<file path="src/rtl/ppu_mosaic_pkg.sv">
// Shared mosaic types: default block-size width, size type, and a per-layer yofs slice helper.
// Pure declarations; no timing or flow control of its own.
package ppu_mosaic_pkg;

    localparam int SIZE_W_DEF = 4;
    localparam int NUM_BG_MAX = 8;

    typedef logic [SIZE_W_DEF-1:0] mosaic_size_t;

    // Pull layer idx out of a packed yofs_subtract bus padded to the maximum layer count.
    function automatic mosaic_size_t yofs_slice(input logic [NUM_BG_MAX*SIZE_W_DEF-1:0] bus,
                                                input int idx);
        return bus[idx*SIZE_W_DEF +: SIZE_W_DEF];
    endfunction

endpackage

</file>
<file path="src/rtl/mosaic_axis_ctr.sv">
// Block-position counter for one mosaic axis: wraps to 0 once it reaches the block size, clear wins.
// Updates one cycle after a qualified step/clear; never stalls.
module mosaic_axis_ctr #(
    parameter int W = 4
) (
    input  logic         clk,
    input  logic         reset,
    input  logic         step,
    input  logic         clear,
    input  logic [W-1:0] size,
    output logic [W-1:0] out
);

    // >= rather than == so a shrink below the current position wraps on the next step.
    always_ff @(posedge clk) begin
        if (reset) begin
            out <= '0;
        end else if (clear) begin
            out <= '0;
        end else if (step) begin
            out <= (out >= size) ? '0 : out + W'(1);
        end
    end

endmodule

</file>
<file path="src/rtl/mosaic_ctrl.sv">
// Per-BG mosaic strobes and yofs subtract from a double-buffered block size (MOSAIC_XY_SPLIT_EN splits h/v sizes).
// Outputs follow counters one cycle after a dot_en edge; bg_en acts combinationally; no backpressure.
module mosaic_ctrl
    import ppu_mosaic_pkg::*;
#(
    parameter int NUM_BG = 4,
    parameter int SIZE_W = SIZE_W_DEF
) (
    input  logic                     clk,
    input  logic                     reset,
    input  logic                     dot_en,
    input  logic                     newframe,
    input  logic                     newline,
    input  logic                     period_start,
    input  logic                     size_we,
    input  logic [SIZE_W-1:0]        size_wdata,
    input  logic [SIZE_W-1:0]        size_v_wdata,
    input  logic [NUM_BG-1:0]        bg_en,
    output logic [NUM_BG-1:0]        pixel_strobe,
    output logic [NUM_BG*SIZE_W-1:0] yofs_subtract,
    output logic                     mosaic_active
);

    logic [SIZE_W-1:0] size_pend;
    logic [SIZE_W-1:0] size_h_act;
    logic [SIZE_W-1:0] size_v_act;
    logic [SIZE_W-1:0] x_ctr;
    logic [SIZE_W-1:0] y_ctr;
    logic              pend_valid;
    logic              apply;

    assign apply = dot_en & (newline | newframe);

    // A write landing on the apply cycle bypasses the pending stage entirely.
    always_ff @(posedge clk) begin
        if (reset) begin
            size_pend  <= '0;
            size_h_act <= '0;
            pend_valid <= 1'b0;
        end else if (size_we && apply) begin
            size_h_act <= size_wdata;
            pend_valid <= 1'b0;
        end else if (size_we) begin
            size_pend  <= size_wdata;
            pend_valid <= 1'b1;
        end else if (apply && pend_valid) begin
            size_h_act <= size_pend;
            pend_valid <= 1'b0;
        end
    end

`ifdef MOSAIC_XY_SPLIT_EN
    logic [SIZE_W-1:0] size_v_pend;

    always_ff @(posedge clk) begin
        if (reset) begin
            size_v_pend <= '0;
            size_v_act  <= '0;
        end else if (size_we && apply) begin
            size_v_act  <= size_v_wdata;
        end else if (size_we) begin
            size_v_pend <= size_v_wdata;
        end else if (apply && pend_valid) begin
            size_v_act  <= size_v_pend;
        end
    end

    assign mosaic_active = (|bg_en) & (|(size_h_act | size_v_act));
`else
    logic unused_size_v;

    assign unused_size_v = ^size_v_wdata;
    assign size_v_act    = size_h_act;
    assign mosaic_active = (|bg_en) & (|size_h_act);
`endif

    // Counters compare against the act size held before any same-cycle apply.
    mosaic_axis_ctr #(.W(SIZE_W)) u_x_ctr (
        .clk   (clk),
        .reset (reset),
        .step  (dot_en),
        .clear (dot_en & period_start),
        .size  (size_h_act),
        .out   (x_ctr)
    );

    mosaic_axis_ctr #(.W(SIZE_W)) u_y_ctr (
        .clk   (clk),
        .reset (reset),
        .step  (dot_en & newline),
        .clear (dot_en & newframe),
        .size  (size_v_act),
        .out   (y_ctr)
    );

    always_comb begin
        pixel_strobe  = '0;
        yofs_subtract = '0;
        for (int i = 0; i < NUM_BG; i++) begin
            pixel_strobe[i]                  = ~bg_en[i] | (x_ctr == '0);
            yofs_subtract[i*SIZE_W +: SIZE_W] = bg_en[i] ? y_ctr : '0;
        end
    end

endmodule

</file>
<file path="config.mk">
export PLATFORM = sky130hd
export DESIGN_NAME = mosaic_ctrl
export DESIGN_NICKNAME = d
export VERILOG_FILES = /design/src/rtl/ppu_mosaic_pkg.sv /design/src/rtl/mosaic_axis_ctr.sv /design/src/rtl/mosaic_ctrl.sv
export SDC_FILE = /design/constraint.sdc
export NUM_CORES = 1
export LEC_CHECK = 0
export CAP_MARGIN = 40
export CELL_PAD_IN_SITES_DETAIL_PLACEMENT = 1
export CELL_PAD_IN_SITES_GLOBAL_PLACEMENT = 1
export CORE_MARGIN = 2
export CORE_UTILIZATION = 29
export CTS_CLUSTER_SIZE = 25
export DETAILED_ROUTE_END_ITERATION = 8
export PLACE_DENSITY = 0.72
export SYNTH_ARGS = -nofsm -noshare
export SYNTH_HDL_FRONTEND = slang
export SYNTH_SLANG_ARGS = --single-unit
</file>
<file path="constraint.sdc">
create_clock -name clk -period 1.5 [get_ports clk]
set_input_delay 0.45 -clock clk [delete_from_list [all_inputs] [get_ports clk]]
set_output_delay 0.45 -clock clk [all_outputs]
set_load 0.02 [all_outputs]
</file>
==> reports/results.tsv <==
metric	value	unit
outcome	complete, but fails checks	
violations	negative setup slack	
reg2regPathDepth	7	
path_clk_slew	70	ps
clk_latency	250	ps
synth.avg_cell_area	7.82	um2
crit_fanout	2	
powerDensity	594	nW/um2
drc	0	
hpwl	3140	um
antenna_found_initial	0	
finalWirelength	4650	um
hold_class	reg2reg	
synthArstFlopShare	0	
portBuffers	35	
area_growth	77.5	%
drive_above_1_share	0.529	
vias_per_cell	5.12	
grt_pass1_vias	1479	
row_count	23	
synth_area_leaders	dfxtp_1 29%, ha_1 12%, and2_1 8.5%, nor2_1 7.0%, a2111oi_2 6.4%	
synth_edf_count	0	
p_leak	0.888	nW
diodes	0	
cts_sinks	17	
gp_congestion	0.749	
hold_buffers	0	
start_util	0.297	
reg2reg_setup_slack	-170	ps
coreArea	3970	um2
cts_tree	built	
num_io_pins	40	
rsz0062_at_grt	yes	
wl_per_cell	17.1	um
synth_seq_cells	17	
synth_flop_cell	dfxtp_1	
yosysTopAreaCellShare	0.288	
grt_pass1_wl	6870	um
cp.required	1050	ps
timing.final.ws_setup	-205	ps
grt_start_max_net_pins	12	
synthesis.area	1180	um2
cts_root_buffer	clkbuf_8	
syn_nets	181	
ctsLongestPathBuffers	2	
synth_top_cell_by_area	dfxtp_1	
synth_top_cells_by_count	22 x nor2_1, 19 x nand2_1, 17 x dfxtp_1	
worst_clock_skew	2.64	ps
irDropWorstVdd	552	uV
cts_buffers	3	
arrival	1260	ps
synthCells	151	
tightest_slew	387	ps
die_area	4600	um2
path_class	reg2out	
hold_depth	2	
power	1.25	mW
vias	1387	
placed_area	1780	um2
fin_area	2100	um2
yosysMostFrequentCell	nor2_1	
setup_viol	9	
drt_pass1_iterations	4	
tns	-875	ps
synth_warnings	0	
period_share	1.14	
yosysUniqueCellTypes	32	
relSlewSlack	0.742	
hold_violations	0	
dieHeight	67.8	um
overflow	0	
max_freq	586	MHz
layout.nets	252	
gr-usage-all-layers	0.201	
cap_violations	0	
die_w	67.8	um
ys_seq_area_frac	0.288	
ant_nets	0	
startpoint_type	flip-flop	
htree_levels	1	
drt-initial-drc-count	33	
final_max_slew_viol_count	0	
final.min_clock_period	1710	ps
cp-end-kind	output pin	
## power breakdown
part	total [mW]	internal (mW)	leakage, nW	switching (mW)
Combinational	0.405	0.199	0.722	0.205
Sequential	0.486	0.470	0.143	0.0161
Clock	0.355	0.189	0.0228	0.166
## state kept, by name (all words and copies together), names as in the netlist
register,count
pend_valid,1
size_h_act,4
size_pend,4
u_x_ctr.out,4
u_y_ctr.out,4
## critical path, cell delays in order, from the launching register on
cell and delay, ps:
dfxtp_2 330, nor4_2 310, buf_4 180, nor2_2 50, buf_6 140
## layer usage
layer | GRT usage | vias up | wire (um)
li1 | - | 668 | -
met1 | 0.202 | 668 | 1810
met2 | 0.414 | 43 | 2570
met3 | 0.0247 | 8 | 198
met4 | 0.0725 | 0 | 76
met5 | 0 | - | 0
## kinds of logic after synthesis
logic type | after synthesis | synth area share
adder cells (fa/ha/maj) | 11 | 0.117
AO/OA/AOI/OAI | 35 | 0.240
buffers and inverters | 15 | 0.0519
AND/OR/NAND/NOR | 72 | 0.296
flip-flops | 17 | 0.288
XOR/XNOR | 1 | 0.00742
## worst paths after layout
kind,end,startpoint
worst max-delay path,mosaic_active,size_h_act[0]$_SDFFE_PP0P_
worst min-delay path,size_pend[1]$_SDFFE_PP0P_,size_pend[1]$_SDFFE_PP0P_
worst max register to register,u_y_ctr.out[1]$_SDFFE_PP0P_,size_h_act[1]$_SDFFE_PP0P_
worst min register to register,size_pend[1]$_SDFFE_PP0P_,size_pend[1]$_SDFFE_PP0P_
## cell type report
class,count,area (um2)
Timing Repair Buffer,70,581
Sequential cell,17,354
Fill cell,477,1870
Inverter,11,51.3
Clock buffer,4,45.0
Multi-Input combinational cell,119,1000
Tap cell,50,62.6
## layout by cell type, fill, tap and decap left out, types with 6 or more instances in the layout
| cell | netlist | routed |
|---|---|---|
| nor2_1 | 22 | 20 |
| buf_4 | 1 | 30 |
| a21oi_1 | 9 | 6 |
| ha_4 | 0 | 7 |
| buf_6 | 0 | 14 |
| nand2_1 | 19 | 14 |
| dfxtp_1 | 17 | 8 |
| clkdlybuf4s50_1 | 0 | 6 |
| dfxtp_2 | 0 | 8 |
| and2_1 | 16 | 12 |
| buf_2 | 1 | 13 |
## what timing repair did
item | 4_1_cts | 5_1_grt
pin swaps | 24 | 16
setup buffers | 5 | 3
endpoints found under the hold margin | 0 | 0
resized for setup | 161 | 22
endpoints found under the setup margin | 33 | 20
## through the flow
| step | instances | setup slack, ps | hold WS [ps] | utilization |
|---|---|---|---|---|
| global placement | 259 | -749 | 445 | 0.448 |
| detailed placement | 259 | -819 | 458 | 0.448 |
| finish | 271 | -205 | 465 | 0.528 |
| floorplan | 151 | -3.22 | 436 | - |
| global route | 271 | -275 | 487 | 0.528 |
| CTS | 268 | -178 | 469 | 0.501 |
Note: power is estimated with default switching activity, not from simulation.
==> patch 1 (config.mk and constraints unchanged) <==
Set the package constant `SIZE_W_DEF` to 8 (it was 4).
--- a/src/rtl/ppu_mosaic_pkg.sv
+++ b/src/rtl/ppu_mosaic_pkg.sv
@@ -2,7 +2,7 @@
 // Pure declarations; no timing or flow control of its own.
 package ppu_mosaic_pkg;
 
-    localparam int SIZE_W_DEF = 4;
+    localparam int SIZE_W_DEF = 8;
     localparam int NUM_BG_MAX = 8;
 
     typedef logic [SIZE_W_DEF-1:0] mosaic_size_t;
Interface: changed (resized size_v_wdata, size_wdata and yofs_subtract); port bits go from 40 to 64. The function was not compared with the original's and may differ.
==> patch 1 against the original RTL <==
Area after synthesis is 78% higher. Power is 83% higher. The flow still finishes with violations (negative setup slack). Sequential share of layout area is 2.0 points higher. Via count is 74% higher. Cell area is 75% higher. Synthesized cell count is 81% higher. Non-clock buffer count is 56 higher. Critical path depth is 2 higher. Worst setup slack worse by 0.13 ns. Wire length is 64% higher. Sequential cell count is 16 higher.
==> patch 1: results (changes against the original RTL) <==
| Metric | Value |
|---|---|
| Synth unique cells | 34 (+6.3%) |
| R2R setup slack | -0.31 ns (-0.14 ns) |
| Grt met2 use | 37.8% (-3.6 points) |
| Skew-Pair Late Insertion Delay | 0.29 ns (+0.04 ns) |
| CP endpoint | pixel_strobe[1] |
| Worst Reg-to-Reg Cells | 6 (-1) |
| Cells on Worst Hold Path | 2 (unchanged) |
| Setup Viol. Count Final | 21 (+12) |
| Status | finished, violations left |
| Crit. Startpoint | u_x_ctr.out[0]$_SDFFE_PP0P_ |
| Worst EP arrival | 1.39 ns (+0.13 ns) |
| XOR/XNOR Fraction of Synth Area | 5.82% (+5.1 points) |
| Compound-Gate Fraction of Synth Area | 13.2% (-11 points) |
| Routed WL per cell | 15.4 µm (-10%) |
| Vias in the first global route | 2,481 (+68%) |
| Sequential fraction of the synthesis area | 31.4% (+2.5 points) |
| Leak Pwr | 1.56 nW (+76%) |
| Maximum clock path buffer count | 2 (unchanged) |
| Reg clk slew, reported paths | 0.07 ns (about the same) |
| Reg2reg end | u_y_ctr.out[6]$_SDFFE_PP0P_ |
| Critical Path Fanout Max | 4 (+2) |
| Starting DRT DRC Count | 37 (+12%) |
| Largest cells by area after synthesis | dfxtp_1 (31%), ha_1 (11%), and2_1 (9.8%) |
| Fin Setup TNS | -4.69 ns (-3.81 ns) |
| Clk_skew | 0.00454 ns (+0.00190 ns) |
| Placement Cell Area | 0.00321 mm² (+81%) |
| Failing checks | negative setup slack |
| Met3 Track Usage GR | 4.16% (+1.7 points) |
| # H-tree levels | 2 (+1) |
| GRT Overall Usage | 19.5% (-0.63 points) |
| Mux contribution to synthesized area | 0.950% (+0.95 points) |
| Antenna Cells | 0 (unchanged) |
| Pre-CTS setup slack | -0.943 ns (-0.125 ns) |
| Cts bufs inserted | 5 (+2) |
| FF-to-FF Start | size_h_act[7]$_SDFFE_PP0P_ |
| Setup WS post-layout | -0.336 ns (-0.130 ns) |
| GR Layer Usage met1 | 21.3% (+1.1 points) |
| Post-Syn Nets | 319 (+76%) |
| DR vias/cell | 4.89 (-4.5%) |
| Synth Area in Adders | 11.3% (-0.37 points) |
| Placer congestion estimate | 0.791 (+5.7%) |
| Nets@finish | 441 (+75%) |
| Global-route wire length before repair | 12,000 µm (+74%) |
| PortBufs | 55 (+57%) |
| Largest net degree at the start of global routing | 22 (+10) |
| Share of cells above drive strength 1 | 49.5% (-3.4 points) |
| Rel. slew slack | 76.5% (+2.3 points) |
| Commonest cells in the netlist | nor2_1 (44), and2_1 (33), dfxtp_1 (33) |
| Worst VDD drop | 0.441 mV (-20%) |
| Final HPWL DP | 5360 µm (+71%) |
| Slew Viols, Final | 0 (unchanged) |
-- patch 1: cell count changes after synthesis, moves of 6 or more --
cell and change:
and2_1 +17, xor2_1 +7, clkbuf_1 +7, dfxtp_1 +16
nor3_1 +12, nor2_1 +22, nand4_1 +8, ha_1 +8
xnor2_1 +6, a2111oi_0 +6
-- patch 1: worst min path at each step --
stage	startpoint	endpoint	slack, ns
2_1_floorplan	size_pend[0]$_SDFFE_PP0P_	size_pend[0]$_SDFFE_PP0P_	0.44
3_3_place_gp	size_pend[1]$_SDFFE_PP0P_	size_pend[1]$_SDFFE_PP0P_	0.44
3_5_place_dp	size_pend[6]$_SDFFE_PP0P_	size_pend[6]$_SDFFE_PP0P_	0.45
4_1_cts	size_pend[6]$_SDFFE_PP0P_	size_pend[6]$_SDFFE_PP0P_	0.46
5_1_grt	size_pend[7]$_SDFFE_PP0P_	size_pend[7]$_SDFFE_PP0P_	0.48
6_report	size_pend[6]$_SDFFE_PP0P_	size_pend[6]$_SDFFE_PP0P_	0.45
-- patch 1: worst max-delay path: stages, from the launching register on --
cell	delay [ns]
dfxtp_2	0.33
inv_2	0.07
ha_4	0.12
nor4b_4	0.21
nand2_2	0.15
nand2_2	0.11
buf_6	0.11
-- patch 1: layer usage --
layer  vias to the layer above  share of wire [%]
li1                       1193                  -
met1                      1145                 39
met2                        68                 54
met3                        13                5.3
met4                         0                1.6
met5                         -                  0
-- patch 1: through the flow --
step | power (mW) | utilization [%] | cells
finish | 2.28 | 51.5 | 495
detailed placement | 1.51 | 45.0 | 469
floorplan | 1.22 | - | 273
CTS | 2.25 | 47.8 | 488
global route | 2.41 | 51.5 | 495
global placement | 1.49 | 45.0 | 469
-- patch 1: layout make-up --
cell class | count | area, µm²
fill | 873 | 3460
multi-input combinational | 213 | 1650
timing repair buffer | 126 | 1060
sequential | 33 | 692
tap | 99 | 124
clock buffer | 8 | 80.1
inverter | 16 | 62.6
-- patch 1: logic make-up (layout without fill, tap and decap cells) --
kind of cell | count (synthesis) | count (layout)
DFF | 33 | 33
buffers and inverters | 28 | 150
xor gates and xnor gates | 14 | 14
AOI/OAI and AO/OA | 41 | 42
muxes | 2 | 2
adders and majority gates | 19 | 19
and+or+nand+nor | 136 | 136
-- patch 1: what timing repair did --
action,in CTS,in global routing
setup buffers,10,10
pin swaps,19,15
endpoints found under the setup margin,69,49
hold buffers,0,0
cloned,2,0
gates resized for setup,229,71
-- patch 1: power by group --
| group | internal (mW) | switching, mW | total (mW) |
|---|---|---|---|
| logic | 0.349 | 0.342 | 0.691 |
| registers | 0.908 | 0.0296 | 0.938 |
| clock network | 0.330 | 0.325 | 0.655 |
| total | 1.59 | 0.696 | 2.28 |
==> patch 2 (same flow settings) <==
Made on the original files. Register the inputs `dot_en`, `newframe`, `newline`, `period_start` and `size_wdata` before use, cleared by the reset. The logic sees them one clock later. The other inputs are not delayed to match. Comments in the files are not updated.
--- a/src/rtl/mosaic_ctrl.sv
+++ b/src/rtl/mosaic_ctrl.sv
@@ -21,6 +21,28 @@
     output logic                     mosaic_active
 );
 
+    logic dot_en_q;
+    logic newframe_q;
+    logic newline_q;
+    logic period_start_q;
+    logic [SIZE_W-1:0] size_wdata_q;
+
+    always_ff @(posedge clk) begin
+        if (reset) begin
+            dot_en_q       <= '0;
+            newframe_q     <= '0;
+            newline_q      <= '0;
+            period_start_q <= '0;
+            size_wdata_q   <= '0;
+        end else begin
+            dot_en_q       <= dot_en;
+            newframe_q     <= newframe;
+            newline_q      <= newline;
+            period_start_q <= period_start;
+            size_wdata_q   <= size_wdata;
+        end
+    end
+
     logic [SIZE_W-1:0] size_pend;
     logic [SIZE_W-1:0] size_h_act;
     logic [SIZE_W-1:0] size_v_act;
@@ -29,7 +51,7 @@
     logic              pend_valid;
     logic              apply;
 
-    assign apply = dot_en & (newline | newframe);
+    assign apply = dot_en_q & (newline_q | newframe_q);
 
     // A write landing on the apply cycle bypasses the pending stage entirely.
     always_ff @(posedge clk) begin
@@ -38,10 +60,10 @@
             size_h_act <= '0;
             pend_valid <= 1'b0;
         end else if (size_we && apply) begin
-            size_h_act <= size_wdata;
+            size_h_act <= size_wdata_q;
             pend_valid <= 1'b0;
         end else if (size_we) begin
-            size_pend  <= size_wdata;
+            size_pend  <= size_wdata_q;
             pend_valid <= 1'b1;
         end else if (apply && pend_valid) begin
             size_h_act <= size_pend;
@@ -78,8 +100,8 @@
     mosaic_axis_ctr #(.W(SIZE_W)) u_x_ctr (
         .clk   (clk),
         .reset (reset),
-        .step  (dot_en),
-        .clear (dot_en & period_start),
+        .step  (dot_en_q),
+        .clear (dot_en_q & period_start_q),
         .size  (size_h_act),
         .out   (x_ctr)
     );
@@ -87,8 +109,8 @@
     mosaic_axis_ctr #(.W(SIZE_W)) u_y_ctr (
         .clk   (clk),
         .reset (reset),
-        .step  (dot_en & newline),
-        .clear (dot_en & newframe),
+        .step  (dot_en_q & newline_q),
+        .clear (dot_en_q & newframe_q),
         .size  (size_v_act),
         .out   (y_ctr)
     );
Behaviour: not the same (a bounded check fails within 4 cycles, from zero or initial values and one cycle with reset high).
==> patch 2 against the original RTL <==
The run still ends with negative setup slack left. Area after synthesis increased by 14%. Wire length decreased by 9.7%. Worst setup slack improved by 0.084 ns. Critical path depth increased by 2. Die area increased by 13%. Power increased by 9.1%. Sequential cell count increased by 8. Cell area increased by 5.3%.
==> patch 2: results (changes against the original RTL) <==
| Metric | Value |
|---|---|
| Status | finished, violations left |
| Failing checks | negative setup slack |
| Maximum clock path buffer count | 2 (unchanged) |
| DR vias/cell | 4.95 (-3.3%) |
| Ys Warns | 0 (unchanged) |
| Clk root buf | clkbuf_8 |
| Clk_skew | 0.00463 ns (+0.00200 ns) |
| Finished Layout Cells | 276 (+1.8%) |
| Synth unique cells | 31 (-3.1%) |
| Placer congestion estimate | 0.782 (+4.5%) |
| # H-tree levels | 1 (unchanged) |
| Post-CTS Setup Inserts | 3 (-2) |
| PortBufs | 35 (unchanged) |
| Sequential fraction of the synthesis area | 37.2% (+8.4 points) |
| TritonRoute pass-1 iters | 4 (unchanged) |
| Leak Pwr | 0.944 nW (+6.3%) |
| Worst Reg-to-Reg Cells | 6 (-1) |
| Routed wire length | 4200 µm (-9.7%) |
| Cells on Worst Hold Path | 2 (unchanged) |
| Critical Path Fanout Max | 4 (+2) |
| Largest net degree at the start of global routing | 17 (+5) |
| Slowest CP cell | a2111oi_4 |
| Cts repair resizes | 154 (-4.3%) |
| Share of cells above drive strength 1 | 47.3% (-5.6 points) |
| Hold endpoint | size_pend[2]$_SDFFE_PP0P_ |
| Setup Viol. Count Final | 11 (+2) |
| Max incr delay on CP | 0.39 ns (+0.06 ns) |
| Final HPWL DP | 3080 µm (-1.8%) |
| Skew-Pair Late Insertion Delay | 0.27 ns (+0.02 ns) |
| GRT Overall Usage | 17.0% (-3.1 points) |
| Antenna Cells | 0 (unchanged) |
| Worst hold start | size_pend[2]$_SDFFE_PP0P_ |
| Vias in the first global route | 1,503 (+1.6%) |
| Starting DRT DRC Count | 69 (+110%) |
| Cts bufs inserted | 3 (unchanged) |
| Worst VDD drop | 0.377 mV (-32%) |
| Post-Syn Nets | 191 (+5.5%) |
| Pre-CTS setup slack | -0.965 ns (-0.146 ns) |
| Ys async rst share | 0% (unchanged) |
| Worst EP arrival | 1.80 ns (+0.54 ns) |
| Hold Path Class | reg2reg |
| CP top delay family | compound AO/OA/AOI/OAI gates |
| Rel. slew slack | 75.0% (+0.82 points) |
| Reg clk slew, reported paths | 0.09 ns (+0.02 ns) |
| Placed insts | 268 (+3.5%) |
| FF-to-FF Start | size_h_act[0]$_SDFFE_PP0P_ |
| Commonest cells in the netlist | dfxtp_1 (25), nand2_1 (19), and2_1 (16) |
| Reg2reg end | u_y_ctr.out[1]$_SDFFE_PP0P_ |
| Setup WS post-layout | -0.121 ns (+0.0838 ns) |
| Global-route wire length before repair | 7050 µm (+2.7%) |
| Nets@finish | 255 (+1.2%) |
| Initial antenna violation count | 0 (unchanged) |
| Synth Instances | 161 (+6.6%) |
| Largest cells by area after synthesis | dfxtp_1 (37%), ha_1 (10%), and2_1 (7.4%) |
[patch 2: changes by cell type in the layout (fill, tap and decap cells not counted), sizes merged, moves of 3 or more]
cell	change
nor2	-11
clkdlybuf4s15	-3
nor2b	+8
o22ai	+4
dfxtp	+8
nor3b	+4
buf	-3
dlygate4sd2	-3
a31oi	-5
a21oi	+4
clkdlybuf4s50	+3
a2111oi	-4
[patch 2: cell type report]
| cell class | count | area, µm² |
|---|---|---|
| Clock buffer | 4 | 45.0 |
| Fill cell | 512 | 2210 |
| Inverter | 10 | 42.5 |
| Multi-Input combinational cell | 121 | 997 |
| Sequential cell | 25 | 520 |
| Tap cell | 52 | 65.1 |
| Timing Repair Buffer | 64 | 537 |
[patch 2: cells by family (layout without fill, tap and decap cells)]
logic type      count (synthesis)  after routing  share of synthesized area (%)
buf+inv                        15             78                           4.65
compound gates                 34             34                           17.5
fa+ha+maj                      11             11                           10.2
xor+xnor                        1              1                          0.651
simple gates                   75             75                           29.8
flops                          25             25                           37.2
[patch 2: power by group]
group / leakage [nW] / switching (mW) / total (mW) / internal [mW]
clock: 0.0228 / 0.213 / 0.403 / 0.190
sequential: 0.211 / 0.0180 / 0.703 / 0.685
combinational: 0.710 / 0.121 / 0.253 / 0.132
total: 0.944 / 0.352 / 1.36 / 1.01
[patch 2: through the flow]
step           hold WS (ns)  setup TNS [ns]  instance area [µm²]
6_report              0.465          -0.615                 2210
5_1_grt               0.498           -1.35                 2210
4_1_cts               0.471          -0.667                 2130
3_5_place_dp          0.459          -18.13                 1930
3_3_place_gp          0.445          -16.47                 1930
2_1_floorplan         0.433               0                 1350
[patch 2: worst reg2reg max path, cell delays in order (launching register included)]
cell and delay, ns:
dfxtp_2 0.33, buf_6 0.11, ha_4 0.20, nand2b_4 0.14, a2111oi_4 0.39, o2111ai_1 0.16
a21oi_1 0.20
[patch 2: layer usage]
metal / global-route usage, % / routed length [µm] / vias up
li1: - / - / 682
met1: 18.7 / 1710 / 649
met2: 33.9 / 2290 / 29
met3: 1.39 / 129 / 6
met4: 5.45 / 67 / 0
met5: 0 / 0 / -
[patch 2: worst max path at each step]
stage	startpoint	endpoint	slack (ns)	depth (start not counted)
CTS	size_h_act[0]$_SDFFE_PP0P_	u_y_ctr.out[1]$_SDFFE_PP0P_	-0.11	6
floorplan	u_y_ctr.out[0]$_SDFFE_PP0P_	u_y_ctr.out[1]$_SDFFE_PP0P_	0.01	6
global route	size_h_act[0]$_SDFFE_PP0P_	u_y_ctr.out[1]$_SDFFE_PP0P_	-0.18	6
global placement	bg_en[3]	mosaic_active	-0.84	4
detailed placement	bg_en[3]	mosaic_active	-0.96	4
finish	size_h_act[0]$_SDFFE_PP0P_	u_y_ctr.out[1]$_SDFFE_PP0P_	-0.12	6
